<file path="src/rtl/coin_pkg.sv">
// Shared constants and types for the coin input path: channel indices,
// coin type codes and the fixed cent value of each coin.
package coin_pkg;

    localparam int NUM_CH     = 3;
    localparam int CH_NICKEL  = 0;
    localparam int CH_DIME    = 1;
    localparam int CH_QUARTER = 2;

    localparam int VALUE_W = 5;

    typedef enum logic [1:0] {
        COIN_NONE = 2'd0,
        NICKEL    = 2'd1,
        DIME      = 2'd2,
        QUARTER   = 2'd3
    } coin_type_t;

    localparam logic [VALUE_W-1:0] VALUE_NICKEL  = 5'd5;
    localparam logic [VALUE_W-1:0] VALUE_DIME    = 5'd10;
    localparam logic [VALUE_W-1:0] VALUE_QUARTER = 5'd25;

    function automatic logic [VALUE_W-1:0] coin_value_of(input coin_type_t t);
        logic [VALUE_W-1:0] v;
        case (t)
            NICKEL:  v = VALUE_NICKEL;
            DIME:    v = VALUE_DIME;
            QUARTER: v = VALUE_QUARTER;
            default: v = '0;
        endcase
        return v;
    endfunction

endpackage

</file>
<file path="src/rtl/debounce_channel.sv">
// One coin slot: two-flop synchroniser followed by a counting debouncer.
// rise pulses combinationally on the edge where the debounced level goes 0->1.
module debounce_channel #(
    parameter int DEBOUNCE_CYCLES = 4,
    parameter int CNT_W           = 8
) (
    input  logic clk,
    input  logic rst,
    input  logic raw,
    output logic rise
);

    localparam logic [CNT_W-1:0] CNT_LAST = CNT_W'(DEBOUNCE_CYCLES - 1);

    logic             sync1;
    logic             sync2;
    logic             db;
    logic [CNT_W-1:0] cnt;
    logic             flip;

    // The change is accepted on the D-th consecutive cycle that differs from db.
    assign flip = (sync2 != db) && (cnt == CNT_LAST);
    assign rise = flip && sync2;

    always_ff @(posedge clk) begin
        if (rst) begin
            sync1 <= 1'b0;
            sync2 <= 1'b0;
            db    <= 1'b0;
            cnt   <= '0;
        end else begin
            sync1 <= raw;
            sync2 <= sync1;
            if (sync2 == db) begin
                cnt <= '0;
            end else if (flip) begin
                db  <= sync2;
                cnt <= '0;
            end else begin
                cnt <= cnt + 1'b1;
            end
        end
    end

endmodule

</file>
<file path="src/rtl/coin_input_conditioner.sv">
// Debounces three coin switches and hands one event per press to the vending
// controller over valid/ready, quarter > dime > nickel.
module coin_input_conditioner
    import coin_pkg::*;
#(
    parameter int DEBOUNCE_CYCLES = 4,
    parameter int CNT_W           = 8
) (
    input  logic               clk,
    input  logic               rst,
    input  logic [2:0]         coin_raw,
    input  logic               coin_ready,
    output logic               coin_valid,
    output logic [1:0]         coin_type,
    output logic [VALUE_W-1:0] coin_value,
    output logic               overrun
);

    logic [NUM_CH-1:0] rise;
    logic [NUM_CH-1:0] pending;
    logic [NUM_CH-1:0] sel;
    logic [NUM_CH-1:0] clear;
    coin_type_t        sel_type;

    for (genvar i = 0; i < NUM_CH; i++) begin : g_ch
        debounce_channel #(
            .DEBOUNCE_CYCLES(DEBOUNCE_CYCLES),
            .CNT_W          (CNT_W)
        ) u_debounce (
            .clk (clk),
            .rst (rst),
            .raw (coin_raw[i]),
            .rise(rise[i])
        );
    end

    // Decoded from pending only, so outputs hold steady while the controller stalls.
    always_comb begin
        sel      = '0;
        sel_type = COIN_NONE;
        if (pending[CH_QUARTER]) begin
            sel[CH_QUARTER] = 1'b1;
            sel_type        = QUARTER;
        end else if (pending[CH_DIME]) begin
            sel[CH_DIME] = 1'b1;
            sel_type     = DIME;
        end else if (pending[CH_NICKEL]) begin
            sel[CH_NICKEL] = 1'b1;
            sel_type       = NICKEL;
        end
    end

    assign coin_valid = |pending;
    assign coin_type  = sel_type;
    assign coin_value = coin_value_of(sel_type);
    assign clear      = (coin_valid && coin_ready) ? sel : '0;

    // A rise landing on a channel that is being accepted this edge simply re-arms it.
    always_ff @(posedge clk) begin
        if (rst) begin
            pending <= '0;
            overrun <= 1'b0;
        end else begin
            pending <= (pending & ~clear) | rise;
            overrun <= |(rise & pending & ~clear);
        end
    end

endmodule

</file>
<file path="config.mk">
export PLATFORM = sky130hd
export DESIGN_NAME = coin_input_conditioner
export DESIGN_NICKNAME = d
export VERILOG_FILES = /design/src/rtl/coin_pkg.sv /design/src/rtl/debounce_channel.sv /design/src/rtl/coin_input_conditioner.sv
export SDC_FILE = /design/constraint.sdc
export NUM_CORES = 1
export LEC_CHECK = 0
export CORE_ASPECT_RATIO = 0.8
export CORE_MARGIN = 1
export CORE_UTILIZATION = 49
export DETAILED_ROUTE_END_ITERATION = 7
export HOLD_SLACK_MARGIN = 0.06
export MAX_ROUTING_LAYER = met4
export PLACE_DENSITY = 0.82
export SYNTH_ARGS = -nofsm -noshare
export SYNTH_HDL_FRONTEND = slang
export SYNTH_SLANG_ARGS = --single-unit
export TNS_END_PERCENT = 100
</file>
<file path="constraint.sdc">
create_clock -name clk -period 1.55 [get_ports clk]
set_input_delay 0.31 -clock clk [delete_from_list [all_inputs] [get_ports clk]]
set_output_delay 0.31 -clock clk [all_outputs]
set_load 0.01 [all_outputs]
</file>
Word level (Yosys, flattened, before mapping)
Cells that the tools add are included.
Word-level totals
  register bits: 37
  input bits: 6
  logic and storage cells: 62
Cells by class
  add/subtract/negate cells: 3
  eq/ne operators: 12
  muxes and demuxes: 10
  bitwise operators: 8
  reductions and logical operators: 15
Operators by type and width (count)
  adder 8 x 1 -> 8 bit (second input constant): 3
  == test 8 x 2 -> 1 bit (second input constant): 3
  one-hot mux 5 bit (3 select lines): 1
  OR reduction 3 bit: 5
  bitwise AND 3 bit: 3
  logical AND 1 bit: 7
  2-to-1 mux 2 bit: 3
  AND reduction 2 bit: 3
  2-to-1 mux 1 bit: 5
  == test 2 bit (second input constant): 2
  == test 1 bit: 3
  2-to-1 mux 3 bit: 1
  != test 1 bit: 3
  inverter 1 bit: 3
  inverter 3 bit: 1
  OR 3 bit: 1
  == test 2 x 1 -> 1 bit (second input constant): 1

Depth between registers and ports, before layout
Gate-level depths: netlist of the first run.
  word-level depth: 7
  mapped depth: 6
  depth with buffers taken out: 5

Modules after synthesis
A second synthesis of the first run with hierarchy kept.
Second synthesis, totals
  cell total of the unflattened synthesis: 171
  area, all modules: 1559.0 µm²
Modules (own cells, without submodules)
  debounce_channel: times used 3, cells each 47, area each 440.4 µm²
  coin_input_conditioner: times used 1, cells each 30, area each 237.7 µm²

Least setup slack after synthesis of the first run
No wires, ideal clock.
  path type: reg-to-reg
  start: register g_ch[2].u_debounce.cnt[0]
  end: register g_ch[2].u_debounce.cnt[2]
  data arrival time: 1.572 ns
  setup slack: -0.137 ns
  cell stages (with the launch flop): 7
  path buffers: 1
  clock period less this slack: 1.687 ns
  cells stage by stage: dfxtp_1 -> ha_1 -> or4b_4 -> nor4_4 -> or3_1 -> buf_4 -> nor2_1
Between the ends
  longest elaborated chain between the ends: 3
  elaborated cells between the ends (all ways): 4
  classes of those cells: add/sub: 1; eq/ne: 1; reduce/logical: 2
Ends and longest elaborated chain
  start, declared: RTL line debounce_channel.sv:18  | logic [CNT_W-1:0] cnt;
  start signal, assigned: RTL line debounce_channel.sv:40  | cnt <= cnt + 1'b1;
  parallel branches: the longest is 3 deep, another holds adder 8 x 1 -> 8 bit
Parallel ways; which one is timed is not known.
A chain may end at the register's enable or synchronous reset.

Final worst setup path of the first run
  start: register g_ch[2].u_debounce.cnt[0]
  end: register g_ch[2].u_debounce.db
Between the ends
  longest elaborated chain between the ends: 3
Ends and longest elaborated chain
  == test 8 x 2 -> 1 bit: RTL line debounce_channel.sv:22  | assign flip = (sync2 != db) && (cnt == CNT_LAST);
  logical AND 1 bit: RTL line debounce_channel.sv:22
  AND reduction 2 bit (no line)
  end signal, assigned: RTL line debounce_channel.sv:37  | db <= sync2;
  end, declared: RTL line debounce_channel.sv:17  | logic db;
No other way between the ends.

==> metrics, run 1 <==
Worst Path Class, Setup flip-flop to flip-flop; detailed placer's ending HPWL 1960 µm; Starting DRT DRC Count 48; startpoint of the most critical register-to-register path g_ch[2].u_debounce.cnt[0]; vertical extent of the die 52.0 µm; met3 global-route usage 7.46%; length in cells of the worst reg-to-reg path 6; gate count of the mapped netlist 161; Placement Setup Slack -0.100 ns; Worst R2R Setup Slack -0.13 ns; nets 203; number of synthesized register bits 37; share of synthesized cell area in full adder, half adder and majority cells 2.45%; share of layout cells above drive strength 1 30.4%; upper clock frequency limit 596 MHz; overall global routing resource usage 20.9%; Clock Skew 0.00546 ns; Max transition margin 80.2%; Placed Area 1830 µm²; post-layout instance count excluding filler cells 232; final setup slack of the worst path -0.128 ns; count of clock tree sinks 37; count of maximum capacitance violations 0; core box area 2870 µm²; worst min-delay path class flip-flop to flip-flop; post-synthesis simple-gate area fraction 28.8%; outcome finished with violations; Cells after DPL 222; met2 usage in global routing 36.0%; GRT Residual Overflow 0; post-route cell area 1970 µm²; Starting Density 53.3%; area added between synthesis and finish 28.5%; commonest non-fill, non-tap cell in the layout sky130_fd_sc_hd__dfxtp_1; Hold Crit Start g_ch[1].u_debounce.cnt[0]; slew of the pin with the lowest slew margin 0.297 ns; final hold vios 0; root buffer cell sky130_fd_sc_hd__clkbuf_8; Routed WL 2960 µm; number of antenna violations at the first check in global routing 0; insertion delay of the later-clocked pin in the worst-skew pair 0.29 ns; compound-gate portion of the synthesized area 2.70%; first-pass GRT wire length 4910 µm; Diodes inserted 0; worst-case hold path end point g_ch[1].u_debounce.cnt[0]; Hold Path Cell Cnt 1; combinational family with the most area after synthesis simple AND/OR/NAND/NOR gates; TritonCTS clock tree done; weighted congestion at the end of routability-driven global placement 0.756; # rows 17; met1 routing resource usage after global routing 21.9%; area taken by multi-input logic gates 805 µm²; count of buffers inserted at the top-level ports 14; Seq/Total Area, Yosys 48.4%; Max IR drop VDD 0.615 mV; buffers from clock root to sink, at most 2; setup repair after global routing missed its margin yes; DR vias 1,155; routed len/inst 12.8 µm; Residual DRC 0; Crit path required time 1.73 ns; number of inserted filler cells in the final layout 206; type of origin of the critical path flip-flop; portion of the clock cycle consumed by the worst path in the final layout 108%; number of clock buffers inserted by TritonCTS 5; die boundary width 64.5 µm; maximum level of the CTS H-tree 2; YS warnings 0; I/O pins 15; total area of sequential cells 752 µm²; mux cell area share after synthesis 1.96%; failing checks setup timing; static leakage 0.788 nW; final core occ 68.5%; area share of xor/xnor cells in the synthesized design 12.0%; number of distinct library cells after synthesis 27; largest driver fanout on the critical path 3; area of the die 3350 µm²; post-detailed-route via-to-cell ratio 4.98; kind of end point of the critical path flip-flop; Post-Synthesis Mean Instance Area 9.51 µm²; count of final setup violators 20; clock input transition at the sequential cells of the worst setup and hold paths 0.07 ns; netlist area before placement 1530 µm²; power density over the cells 854 nW/µm²; data arrival time of the worst path 1.85 ns; post-route minimum period 1.68 ns; number of detailed-routing iterations run before antenna repair 4; commonest cells after routing, fill and taps aside 30 x sky130_fd_sc_hd__dfxtp_1, 21 x sky130_fd_sc_hd__nor2_1, 18 x sky130_fd_sc_hd__buf_4; net count of the mapped netlist 170; final antenna-violating net count 0; vias in the first global route 1,119; worst reg2reg path endpoint g_ch[2].u_debounce.db; Pins Over Slew Limit 0; maximum number of pins on one net before global-route repair 11; layer with the highest usage after global routing met2; Hold Worst Slack 0.437 ns
-- how the worst max path moves through the flow --
| stage | startpoint | endpoint | slack, ns |
|---|---|---|---|
| after CTS | g_ch[0].u_debounce.cnt[0] | g_ch[0].u_debounce.db | -0.07 |
| after detailed placement | g_ch[0].u_debounce.cnt[0] | g_ch[0].u_debounce.cnt[2] | -0.10 |
| after floorplan | g_ch[2].u_debounce.cnt[0] | g_ch[2].u_debounce.cnt[2] | -0.04 |
| after global placement | g_ch[0].u_debounce.cnt[0] | g_ch[0].u_debounce.cnt[2] | -0.07 |
| after global routing | g_ch[2].u_debounce.cnt[0] | g_ch[2].u_debounce.db | -0.20 |
| final | g_ch[2].u_debounce.cnt[0] | g_ch[2].u_debounce.db | -0.13 |
-- logic make-up (layout without fill, tap and decap cells) --
logic type	Yosys count	count (layout)
adder cells (fa/ha/maj)	3	3
buffers and inverters	12	45
AO/OA/AOI/OAI	7	7
multiplexers	3	3
AND/OR/NAND/NOR	78	78
flip-flops	37	37
XOR/XNOR	21	21
-- layout make-up --
| type | count | share of cell area, % |
|---|---|---|
| sequential | 37 | 38.2 |
| clock buffer | 7 | 4.39 |
| inverter | 6 | 1.14 |
| tap | 38 | 2.42 |
| multi-input combinational | 112 | 40.9 |
| timing repair buffer | 32 | 13.0 |
-- what timing repair did --
item	in CTS	in global routing
setup endpoints to repair	28	22
buffers inserted	2	1
hold endpoints to repair	0	0
hold buffers	0	0
gates resized for setup	22	14
pin swaps	2	10
-- per-stage QoR --
stage / TNS [ns] / total power [W]
floorplan: -0.393 / 0.00101
global placement: -1.19 / 0.00103
detailed placement: -1.84 / 0.00103
CTS: -0.957 / 0.00170
global route: -2.87 / 0.00175
finish: -1.60 / 0.00168
-- flip-flops by register name (all words and copies together) (netlist names) --
signal	cells
g_ch.u_debounce.sync2	3
g_ch.u_debounce.db	3
pending	3
overrun	1
g_ch.u_debounce.sync1	3
g_ch.u_debounce.cnt	24
-- synth_stat cells --
cell	instances	area share, %
sky130_fd_sc_hd__nand3_1	11	3.6
sky130_fd_sc_hd__nand4bb_1	1	0.74
sky130_fd_sc_hd__or4b_4	2	1.8
sky130_fd_sc_hd__nor2_1	30	7.4
sky130_fd_sc_hd__xor2_1	12	6.9
sky130_fd_sc_hd__clkbuf_1	4	0.98
sky130_fd_sc_hd__or3_1	4	1.6
sky130_fd_sc_hd__a31oi_1	1	0.41
sky130_fd_sc_hd__a21oi_1	3	0.98
sky130_fd_sc_hd__nor4_1	1	0.41
sky130_fd_sc_hd__nor4_4	2	2.8
sky130_fd_sc_hd__buf_4	1	0.49
sky130_fd_sc_hd__and3_1	7	2.9
sky130_fd_sc_hd__nand3b_1	1	0.49
sky130_fd_sc_hd__and2_2	1	0.49
sky130_fd_sc_hd__xnor2_1	9	5.1
sky130_fd_sc_hd__inv_1	6	1.5
sky130_fd_sc_hd__a21o_1	2	0.98
sky130_fd_sc_hd__nor2b_1	8	3.3
sky130_fd_sc_hd__buf_6	1	0.74
sky130_fd_sc_hd__mux2i_1	3	2.0
sky130_fd_sc_hd__o21ai_0	1	0.33
sky130_fd_sc_hd__ha_1	3	2.5
sky130_fd_sc_hd__or2_2	3	1.2
sky130_fd_sc_hd__nand2_1	4	0.98
sky130_fd_sc_hd__dfxtp_1	37	48
sky130_fd_sc_hd__nand4_1	3	1.2
-- where the power goes --
part | internal [W] | switching, W | total [W]
combinational | 0.0000296 | 0.0000237 | 0.0000533
clock | 0.000352 | 0.000309 | 0.000661
sequential | 0.000959 | 0.00000611 | 0.000965
total | 0.00134 | 0.000339 | 0.00168
-- metal layers --
metal,vias up,part of all wire (%)
li1,595,-
met2,20,50
met3,6,4.4
met1,534,44
met4,0,1.7
met5,-,0
-- critical path, cell delays in order (launching register included) --
cell                      delay, ns
sky130_fd_sc_hd__dfxtp_4       0.36
sky130_fd_sc_hd__ha_4          0.13
sky130_fd_sc_hd__or4b_4        0.48
sky130_fd_sc_hd__nor4_4        0.17
sky130_fd_sc_hd__buf_4         0.18
sky130_fd_sc_hd__mux2i_1       0.20
sky130_fd_sc_hd__nor2_1        0.06
(Power assumes the default switching activity.)
==> run 2, diff against run 1 <==
--- a/config.mk
+++ b/config.mk
@@ -5,13 +5,14 @@
 export SDC_FILE = /design/constraint.sdc
 export NUM_CORES = 1
 export LEC_CHECK = 0
+export CAP_MARGIN = 20
 export CORE_ASPECT_RATIO = 0.8
 export CORE_MARGIN = 1
-export CORE_UTILIZATION = 49
+export CORE_UTILIZATION = 55
 export DETAILED_ROUTE_END_ITERATION = 7
 export HOLD_SLACK_MARGIN = 0.06
 export MAX_ROUTING_LAYER = met4
-export PLACE_DENSITY = 0.82
+export PLACE_DENSITY = 0.86
 export SYNTH_ARGS = -nofsm -noshare
 export SYNTH_HDL_FRONTEND = slang
 export SYNTH_SLANG_ARGS = --single-unit
==> constraint.sdc (replaced) <==
create_clock -name clk -period 1.95 [get_ports clk]
set_input_delay 0.39 -clock clk [delete_from_list [all_inputs] [get_ports clk]]
set_output_delay 0.39 -clock clk [all_outputs]
set_load 0.01 [all_outputs]
==> run 2 against run 1 <==
  * The flow now finishes without violations
  * Final cell count decreased by 7.8%
  * Worst hold slack improved by 0.0081 ns
  * Combinational power decreased by 33%
  * Die area decreased by 11%
  * Routed wire length decreased by 11%
  * Via count decreased by 4.2%
  * Critical path depth decreased by 3
==> metrics, run 2 (synthesis gave the netlist of run 1 again) <==
outcome completed; commonest cells after routing, fill and taps aside 36 x sky130_fd_sc_hd__dfxtp_1, 30 x sky130_fd_sc_hd__nor2_1, 12 x sky130_fd_sc_hd__xor2_1; insertion delay of the later-clocked pin in the worst-skew pair 0.34 ns (+0.05 ns); setup TNS 0 ns (+1.60 ns); Hold Worst Slack 0.445 ns (+0.00810 ns); count of buffers inserted at the top-level ports 14 (unchanged); vertical extent of the die 49.2 µm (-5.4%); largest driver fanout on the critical path 5 (+2); number of inserted filler cells in the final layout 217 (+5.3%); setup repair after global routing missed its margin no; DR vias 1,106 (-4.2%); commonest non-fill, non-tap cell in the layout sky130_fd_sc_hd__dfxtp_1; kind of end point of the critical path output port; data arrival time of the worst path 1.46 ns (-0.39 ns); Starting Density 60.2% (+6.9 points); buffers from clock root to sink, at most 2 (unchanged); Clock Skew 0.0166 ns (+0.0112 ns); # rows 16 (-1); top routing layer in use met4; count of maximum capacitance violations 0 (unchanged); Routed WL 2640 µm (-11%); share of layout cells above drive strength 1 10.7% (-20 points); maximum level of the CTS H-tree 2 (unchanged); TritonCTS clock tree done; Starting DRT DRC Count 60 (+25%); total area of sequential cells 744 µm² (-1.0%); portion of the clock cycle consumed by the worst path in the final layout 95.1%; Pins Over Slew Limit 0 (unchanged); root buffer cell sky130_fd_sc_hd__clkbuf_4; die boundary width 61.0 µm (-5.4%); Hold Buf Count CTS 0 (unchanged); flip-flop count of the largest register, all copies and words added 24 (unchanged); Worst R2R Setup Slack 0.14 ns (+0.27 ns); nets 187 (-7.9%); met1 WL 1260 µm (-2.8%); number of antenna violations at the first check in global routing 0 (unchanged); core box area 2540 µm² (-11%); final core occ 69.4% (+0.85 points); Worst Path Class, Setup flip-flop to output port; static leakage 0.696 nW (-12%); post-detailed-route via-to-cell ratio 5.17 (+3.8%); area of the die 3000 µm² (-11%); final hold vios 0 (unchanged); area taken by multi-input logic gates 739 µm² (-8.1%); post-route minimum period 1.85 ns; detailed-routed wire length on met2 1220 µm (-18%); GRT Residual Overflow 0 (unchanged); number of clock buffers inserted by TritonCTS 5 (unchanged); count of final setup violators 0 (-100%); Residual DRC 0 (unchanged); routed len/inst 12.4 µm (-3.2%); detailed placer's ending HPWL 1940 µm (-0.85%); Diodes inserted 0 (unchanged); largest register by flop count g_ch.u_debounce.cnt; overall global routing resource usage 23.3% (+2.4 points); post-CTS setup-driven buffer insertion count 0 (-2); area added between synthesis and finish 15.2%; final antenna-violating net count 0 (unchanged); Crit path required time 1.56 ns (-0.17 ns); Max transition margin 79.6% (-0.62 points); met3 wire len 132 µm (+0.76%); vias in the first global route 1,088 (-2.8%); slew of the pin with the lowest slew margin 0.304 ns (+0.00736 ns); worst min-delay path class flip-flop to flip-flop; upper clock frequency limit 539 MHz; first-pass GRT wire length 4850 µm (-1.3%); power density over the cells 689 nW/µm² (-19%); Placement Setup Slack 0.0313 ns (+0.132 ns); count of clock tree sinks 37 (unchanged); type of origin of the critical path flip-flop; final setup slack of the worst path 0.0960 ns (+0.224 ns); I/O pins 15 (unchanged); maximum number of pins on one net before global-route repair 12 (+1); clock input transition at the sequential cells of the worst setup and hold paths 0.11 ns (+0.04 ns); Max IR drop VDD 0.530 mV (-14%); weighted congestion at the end of routability-driven global placement 0.819 (+8.4%); number of detailed-routing iterations run before antenna repair 4 (unchanged)
==> run 2: changes by cell type in the layout (fill, tap and decap cells not counted), moves of 3 or more <==
cell and delta:
sky130_fd_sc_hd__buf_4 -16, sky130_fd_sc_hd__nor2_1 +9, sky130_fd_sc_hd__nor2_2 -9, sky130_fd_sc_hd__dfxtp_1 +6
sky130_fd_sc_hd__dfxtp_2 -6, sky130_fd_sc_hd__clkbuf_4 +5, sky130_fd_sc_hd__clkbuf_8 -5, sky130_fd_sc_hd__clkdlybuf4s50_1 +4
sky130_fd_sc_hd__buf_2 -3
==> run 2: through the flow <==
step	cells	total power (W)	area, µm²
2_1_floorplan	161	0.000803	1530
3_3_place_gp	207	0.000818	1700
3_5_place_dp	207	0.000820	1700
4_1_cts	214	0.00123	1760
5_1_grt	214	0.00127	1760
6_report	214	0.00122	1760
==> run 2: path summary, 6_finish.rpt <==
kind,from,end,cells after the start
worst max-delay path,pending[1],coin_type[0],3
worst min-delay path,g_ch[0].u_debounce.sync1,g_ch[0].u_debounce.sync2,1
worst max register to register,g_ch[2].u_debounce.cnt[0],g_ch[2].u_debounce.cnt[7],5
worst min register to register,g_ch[0].u_debounce.sync1,g_ch[0].u_debounce.sync2,1
==> run 2: per-layer routing <==
layer | up-vias | GRT usage [%]
met2 | 35 | 33.5
met5 | - | -
met3 | 5 | 8.49
met4 | 0 | 14.4
met1 | 500 | 27.3
li1 | 566 | -
==> run 2: worst max-delay path: stages, from the launching register on <==
cell	delay (ns)
sky130_fd_sc_hd__dfxtp_1	0.41
sky130_fd_sc_hd__inv_1	0.09
sky130_fd_sc_hd__a21o_1	0.16
sky130_fd_sc_hd__clkdlybuf4s50_1	0.47
==> run 2: layout make-up <==
type | count | share of cell area (%)
Clock inverter | 1 | 0.426
Timing Repair Buffer | 16 | 8.72
Tap cell | 36 | 2.55
Sequential cell | 37 | 42.2
Multi-Input combinational cell | 112 | 41.9
Clock buffer | 6 | 2.91
Inverter | 6 | 1.28
==> run 2: where the power goes <==
group	switching (W)	leakage, nW	total, W	internal (W)
sequential	0.00000467	0.300	0.000766	0.000762
combinational	0.0000159	0.365	0.0000357	0.0000198
clock	0.000244	0.0303	0.000413	0.000169
==> run 2: what timing repair did <==
item | 4_1_cts | 5_1_grt
resized for setup | 5 | 2
endpoints found under the setup margin | 4 | 9
cloned | 0 | 0
pin swaps | 0 | 0
